### config.mk
export PLATFORM = sky130hd
export DESIGN_NAME = tt_um_strobe_sample_source
export DESIGN_NICKNAME = d
export VERILOG_FILES = /design/src/rtl/tt_um_strobe_sample_source_pkg.sv /design/src/rtl/tt_um_strobe_sample_source_if.sv /design/src/rtl/tt_um_strobe_sample_source_sample_gen.sv /design/src/rtl/tt_um_strobe_sample_source.sv
export SDC_FILE = /design/constraint.sdc
export NUM_CORES = 1
export LEC_CHECK = 0
export ABC_AREA = 1
export CELL_PAD_IN_SITES_DETAIL_PLACEMENT = 0
export CELL_PAD_IN_SITES_GLOBAL_PLACEMENT = 1
export CORE_MARGIN = 2
export CORE_UTILIZATION = 45
export CTS_BUF_LIST = sky130_fd_sc_hd__clkbuf_2
export DETAILED_ROUTE_END_ITERATION = 8
export PLACE_DENSITY_LB_ADDON = 0.05
export SYNTH_ARGS = -nofsm -noshare
export SYNTH_HDL_FRONTEND = slang
export SYNTH_SLANG_ARGS = --single-unit
### constraint.sdc
create_clock -name clk -period 4.85 [get_ports clk]
set_input_delay 0.7275 -clock clk [delete_from_list [all_inputs] [get_ports clk]]
set_output_delay 0.7275 -clock clk [all_outputs]
set_load 0.1 [all_outputs]
### src/rtl/tt_um_strobe_sample_source_pkg.sv
// Shared definitions for the strobed 10-bit sample source: FSM encoding, generator modes,
// LFSR taps and the pin map shared with the moving averager.
package tt_um_strobe_sample_source_pkg;

  localparam int SAMPLE_W = 10;
  typedef logic [SAMPLE_W-1:0] sample_t;

  localparam logic [2:0] ST_IDLE     = 3'd0;
  localparam logic [2:0] ST_LOAD     = 3'd1;
  localparam logic [2:0] ST_STROBE   = 3'd2;
  localparam logic [2:0] ST_WAIT_ACK = 3'd3;
  localparam logic [2:0] ST_GAP      = 3'd4;

  typedef enum logic [1:0] {
    MODE_RAMP   = 2'b00,
    MODE_LFSR   = 2'b01,
    MODE_SQUARE = 2'b10,
    MODE_CONST  = 2'b11
  } mode_e;

  // x^10 + x^7 + 1: feedback from bits 9 and 6
  localparam sample_t LFSR_TAPS = 10'h240;

  localparam int PIN_RUN     = 0;
  localparam int PIN_MODE_LO = 1;
  localparam int PIN_GAP_LO  = 3;
  localparam int PIN_STROBE  = 0;
  localparam int PIN_ACK     = 1;
  localparam int PIN_DATA_LO = 2;
  localparam int PIN_BUSY    = 4;
  localparam int PIN_ERR     = 5;
  localparam logic [7:0] UIO_OE_MASK = 8'h3D;

  function automatic sample_t lfsr_step(input sample_t q);
    return {q[SAMPLE_W-2:0], ^(q & LFSR_TAPS)};
  endfunction

endpackage

### src/rtl/tt_um_strobe_sample_source_if.sv
// Link between the sequencing FSM (master) and the sample generator (slave).
interface tt_um_strobe_sample_source_if;
  import tt_um_strobe_sample_source_pkg::*;

  logic    advance;
  mode_e   mode;
  sample_t next_sample;

  modport master (output advance, output mode, input next_sample);
  modport slave  (input advance, input mode, output next_sample);
endinterface

### src/rtl/tt_um_strobe_sample_source_sample_gen.sv
// Ramp / LFSR / square / constant generators. Only the generator of the selected mode
// advances, so each sequence resumes where it left off when its mode returns.
module tt_sample_gen
  import tt_um_strobe_sample_source_pkg::*;
#(
  parameter sample_t STEP      = 10'd1,
  parameter sample_t LFSR_SEED = 10'h001,
  parameter sample_t CONST_VAL = 10'h155
) (
  input  logic clk,
  input  logic rst_n,
  tt_um_strobe_sample_source_if.slave gen_if
);

  sample_t    ramp_q, ramp_d;
  sample_t    lfsr_q, lfsr_d;
  logic [2:0] sq_phase_q, sq_phase_d;
  sample_t    lfsr_next_s;

  assign lfsr_next_s = lfsr_step(lfsr_q);

  // select the sample of the current mode and advance only that generator
  always_comb begin
    ramp_d     = (gen_if.advance && gen_if.mode == MODE_RAMP)   ? ramp_q + STEP : ramp_q;
    lfsr_d     = (gen_if.advance && gen_if.mode == MODE_LFSR)   ? lfsr_next_s   : lfsr_q;
    sq_phase_d = (gen_if.advance && gen_if.mode == MODE_SQUARE) ? sq_phase_q + 3'd1 : sq_phase_q;
    case (gen_if.mode)
      MODE_RAMP:   gen_if.next_sample = ramp_q;
      MODE_LFSR:   gen_if.next_sample = lfsr_next_s;
      MODE_SQUARE: gen_if.next_sample = sq_phase_q[2] ? 10'h3FF : 10'h000;
      MODE_CONST:  gen_if.next_sample = CONST_VAL;
      default:     gen_if.next_sample = CONST_VAL;
    endcase
  end

  // generator state registers
  always_ff @(posedge clk or negedge rst_n) begin
    if (!rst_n) begin
      ramp_q     <= 10'h000;
      lfsr_q     <= LFSR_SEED;
      sq_phase_q <= 3'd0;
    end else begin
      ramp_q     <= ramp_d;
      lfsr_q     <= lfsr_d;
      sq_phase_q <= sq_phase_d;
    end
  end

endmodule

### src/rtl/tt_um_strobe_sample_source.sv
// TinyTapeout top: paces the averager with one-cycle sample strobes, waits for its result
// strobe (ack) with a timeout, and raises a sticky error when an ack goes missing.
module tt_um_strobe_sample_source
  import tt_um_strobe_sample_source_pkg::*;
#(
  parameter sample_t STEP      = 10'd1,
  parameter sample_t LFSR_SEED = 10'h001,
  parameter sample_t CONST_VAL = 10'h155,
  parameter int      TIMEOUT   = 64
) (
  input  logic       clk,
  input  logic       rst_n,
  input  logic       ena,
  input  logic [7:0] ui_in,
  output logic [7:0] uo_out,
  input  logic [7:0] uio_in,
  output logic [7:0] uio_out,
  output logic [7:0] uio_oe
);

  // counter is shared by WAIT_ACK (up to TIMEOUT-1) and GAP (up to 30)
  localparam int CNT_W = ($clog2(TIMEOUT) > 5) ? $clog2(TIMEOUT) : 5;
  localparam logic [CNT_W-1:0] CNT_LAST = CNT_W'(TIMEOUT - 1);
  localparam logic [CNT_W-1:0] CNT_ONE  = CNT_W'(1);
  localparam logic [CNT_W-1:0] CNT_ZERO = CNT_W'(0);

  logic [2:0]       state_q, state_d;
  logic [CNT_W-1:0] cnt_q, cnt_d;
  logic [4:0]       gap_q, gap_d;
  sample_t          data_q, data_d;
  logic             strobe_q, strobe_d;
  logic             busy_q, busy_d;
  logic             err_q, err_d;

  logic       run_s;
  logic       ack_s;
  mode_e      mode_s;
  logic [4:0] gap_in_s;
  logic       unused_pins_s;

  assign run_s         = ui_in[PIN_RUN];
  assign mode_s        = mode_e'(ui_in[PIN_MODE_LO +: 2]);
  assign gap_in_s      = ui_in[PIN_GAP_LO +: 5];
  assign ack_s         = uio_in[PIN_ACK];
  assign unused_pins_s = &{1'b0, ena, uio_in[7:2], uio_in[0]};

  tt_um_strobe_sample_source_if gen_if ();

  tt_sample_gen #(
    .STEP      (STEP),
    .LFSR_SEED (LFSR_SEED),
    .CONST_VAL (CONST_VAL)
  ) u_gen (
    .clk    (clk),
    .rst_n  (rst_n),
    .gen_if (gen_if.slave)
  );

  // sequencing FSM; mode and gap are only looked at in LOAD
  always_comb begin
    state_d        = state_q;
    cnt_d          = cnt_q;
    gap_d          = gap_q;
    data_d         = data_q;
    err_d          = err_q;
    gen_if.advance = 1'b0;
    gen_if.mode    = mode_s;
    case (state_q)
      ST_IDLE: begin
        if (run_s) state_d = ST_LOAD;
        else       state_d = ST_IDLE;
      end
      ST_LOAD: begin
        gap_d          = gap_in_s;
        data_d         = gen_if.next_sample;
        gen_if.advance = 1'b1;
        state_d        = ST_STROBE;
      end
      ST_STROBE: begin
        cnt_d   = CNT_ZERO;
        state_d = ST_WAIT_ACK;
      end
      ST_WAIT_ACK: begin
        // an ack on the final count wins over the timeout
        if (ack_s || cnt_q == CNT_LAST) begin
          err_d = err_q | ~ack_s;
          cnt_d = CNT_ZERO;
          if (gap_q != 5'd0) state_d = ST_GAP;
          else if (run_s)    state_d = ST_LOAD;
          else               state_d = ST_IDLE;
        end else begin
          cnt_d = cnt_q + CNT_ONE;
        end
      end
      ST_GAP: begin
        if (cnt_q == CNT_W'(gap_q - 5'd1)) begin
          cnt_d   = CNT_ZERO;
          state_d = run_s ? ST_LOAD : ST_IDLE;
        end else begin
          cnt_d = cnt_q + CNT_ONE;
        end
      end
      default: begin
        state_d = ST_IDLE;
      end
    endcase
    strobe_d = (state_d == ST_STROBE);
    busy_d   = (state_d != ST_IDLE);
  end

  // state, counters and output registers
  always_ff @(posedge clk or negedge rst_n) begin
    if (!rst_n) begin
      state_q  <= ST_IDLE;
      cnt_q    <= CNT_ZERO;
      gap_q    <= 5'd0;
      data_q   <= 10'h000;
      strobe_q <= 1'b0;
      busy_q   <= 1'b0;
      err_q    <= 1'b0;
    end else begin
      state_q  <= state_d;
      cnt_q    <= cnt_d;
      gap_q    <= gap_d;
      data_q   <= data_d;
      strobe_q <= strobe_d;
      busy_q   <= busy_d;
      err_q    <= err_d;
    end
  end

  // pin map
  always_comb begin
    uio_out                     = 8'h00;
    uio_out[PIN_STROBE]         = strobe_q;
    uio_out[PIN_DATA_LO +: 2]   = data_q[SAMPLE_W-1 -: 2];
    uio_out[PIN_BUSY]           = busy_q;
    uio_out[PIN_ERR]            = err_q;
  end

  assign uo_out = data_q[7:0];
  assign uio_oe = UIO_OE_MASK;

endmodule

==> metrics <==
outcome complete, no violations; synthesis-to-layout area growth 10.2%; total gr overflow 0; Port Buffers 23; Num CTS Buffers 5; share of cells above drive strength 1 under 10%; I/O Pins 43; count of mapped cells out of synthesis approximately 300; Die ar. between 6000 and 7000 um^2; Die Height a little over 80 um; crit end category output port; critical path's largest stage delay 1.14 ns; CTS Buffer Depth 2; RSZ-0062 raised after global routing false; Post-CTS Setup Inserts 0; largest net degree at the start of global routing 51; slew margin rel. about a third; via/cell ratio 4.88; CORE AREA 5570 um^2; P per Cell Area ~650 nW/um^2; Hold Buf Count CTS 0; Skew-Pair Late Insertion Delay 0.40 ns; commonest non-fill, non-tap cell in the layout nand2_1; vias ~2000; initial antenna violation count 0; Fmax 370 MHz; critical path type reg -> out; fin crit share a little under three fifths; post-synthesis cell type count 36; flop2flop setup slack approximately 2.9 ns; Max Fanout on Critical Path 2; Critical Path RT 4.12 ns; 1st-iter DRT viols 82; clock skew between 0.01 and 0.015 ns; Slew Viols, Final 0; hpwl dp between 3 and 4 mm; CTS H-Tree Depth 2; Final setup viols 0; CP Data Arrival Time 1.98 ns; register bit total from synthesis 50; origin of the critical flop-to-flop path gap_q[0]; Slowest cell on crit path clkdlybuf4s50_1; CTS Sinks 50; Syn Area/Cell between 8 and 9 um^2; Post-CTS Resized 0; Cell Area, Synth around 2600 um^2; total negative setup slack 0 ns; TritonRoute pass-1 iters 4; HP Class in -> async; final hold viol count 0; commonest cells after routing, fill and taps aside nand2_1 (80), dfrtp_1 (49), inv_1 (33); Buf+Inv Stages, Crit Path 1; Period minus WS final ~2.7 ns; All-Layer GR Usage 18.2%; Avg WL per Cell between 10 and 15 um; CP Launch Type register; Die W around 81 um; Remaining DRCs 0; Root Buffer clkbuf_2; Leakage ~1.4 nW; max_cap viols 0; Worst-Margin Slew approximately 0.99 ns; antenna fix cells 0; peak supply drop roughly 0.00032 V; Cell Chain, Critical Path clkdlybuf4s50_1; R2R Path End busy_q; Final Power ~1.9 mW; total routed wirelength ~5 mm; first-pass GRT wire length just under 9 mm; GPL Wtd Cong 0.784; Final ANT Viol Nets 0; # rows 27; critical path's top delay family buffers and inverters; R2R depth 11; Ys Warns 0; vias in the first global route slightly below 2000; clk slew on worst S/H paths roughly 0.23 ns; NumNets Final 354; starting density of the core ~47%; register area share after synthesis between 40% and 50%; final core occ between 50% and 60%; CTS tree done
## worst register-to-register path: cells and delay by family, from the launching register on
| kind | cells | cell delay, ns |
|---|---|---|
| AO/OA/AOI/OAI | 1 | 0.25 |
| buffers and inverters | 2 | 0.17 |
| AND/OR/NAND/NOR | 7 | 0.74 |
| adder cells (fa/ha/maj) | 1 | 0.23 |
| flip-flops | 1 | 0.44 |
## per-layer routing
metal	wire length (um)	global-route usage, %	share of wire [%]
met1	2290	22.0	45
met4	102	7.97	2.0
met3	157	2.81	3.1
met5	0	0	0
met2	2580	32.1	50
## flip-flops by register name, indices dropped and copies added (netlist names)
name and cells:
busy_q 1, cnt_q 6, data_q 10, err_q 1, gap_q 5, state_q 3, strobe_q 1, u_gen.lfsr_q 10
u_gen.ramp_q 10, u_gen.sq_phase_q 3
## worst max path at each step
stage	from	endpoint	slack [ns]	cells past startpoint
global placement	ui_in[1]	u_gen.ramp_q[8]	2.32	8
global route	data_q[6]	uo_out[6]	2.06	1
finish	data_q[6]	uo_out[6]	2.15	1
detailed placement	ui_in[1]	u_gen.ramp_q[8]	2.31	8
CTS	data_q[6]	uo_out[6]	2.10	1
floorplan	ui_in[1]	u_gen.ramp_q[8]	3.07	8
## stage by stage
step	hold WS, ns	cells	instance area (um^2)	setup WS (ns)
after floorplan	0.432	317	2670	3.07
after global placement	0.455	396	2870	2.32
after detailed placement	0.463	396	2870	2.31
after CTS	0.372	404	2910	2.10
after global routing	0.407	404	2910	2.06
final	0.370	404	2910	2.15
## synthesized netlist by cell type, drive strengths merged
cell | instances | area (um^2)
nand4 | 6 | 58.8
mux2 | 1 | 11.3
a31oi | 6 | 37.5
nor3 | 4 | 41.3
or2 | 1 | 6.26
nand2 | 82 | 318
nand3b | 1 | 7.51
a21oi | 5 | 28.8
clkbuf | 1 | 3.75
ha | 4 | 50.1
conb | 2 | 7.51
xnor2 | 1 | 8.76
dfstp | 1 | 26.3
dfrtp | 49 | 1230
inv | 39 | 146
xor2 | 12 | 105
nand3 | 31 | 155
buf | 16 | 121
o21bai | 3 | 33.8
nor2 | 23 | 131
o2111ai | 4 | 35.0
o21ai | 16 | 80.1
## power by group
group | switching [mW] | internal [mW]
combinational | 0.736 | 0.275
sequential | 0.140 | 0.587
clock | 0.125 | 0.0356
total | 1.00 | 0.898
## area by class of cell
cell class                      count  area (um^2)
Clock buffer                        6         30.0
Clock inverter                      2         8.76
Fill cell                         578         2660
Inverter                           39          146
Multi-Input combinational cell    211         1150
Sequential cell                    50         1250
Tap cell                           72         90.1
Timing Repair Buffer               24          233
## logic make-up after synthesis
kind of cell               after synthesis  synth area share (%)
AOI/OAI and AO/OA                       34                  8.15
xor gates and xnor gates                13                  4.31
adders and majority gates                4                  1.90
buffers and inverters                   56                  10.3
DFF                                     50                  47.4
muxes                                    1                 0.427
other                                    2                 0.284
and+or+nand+nor                        148                  27.2
Power figures use the tool's default switching activity.
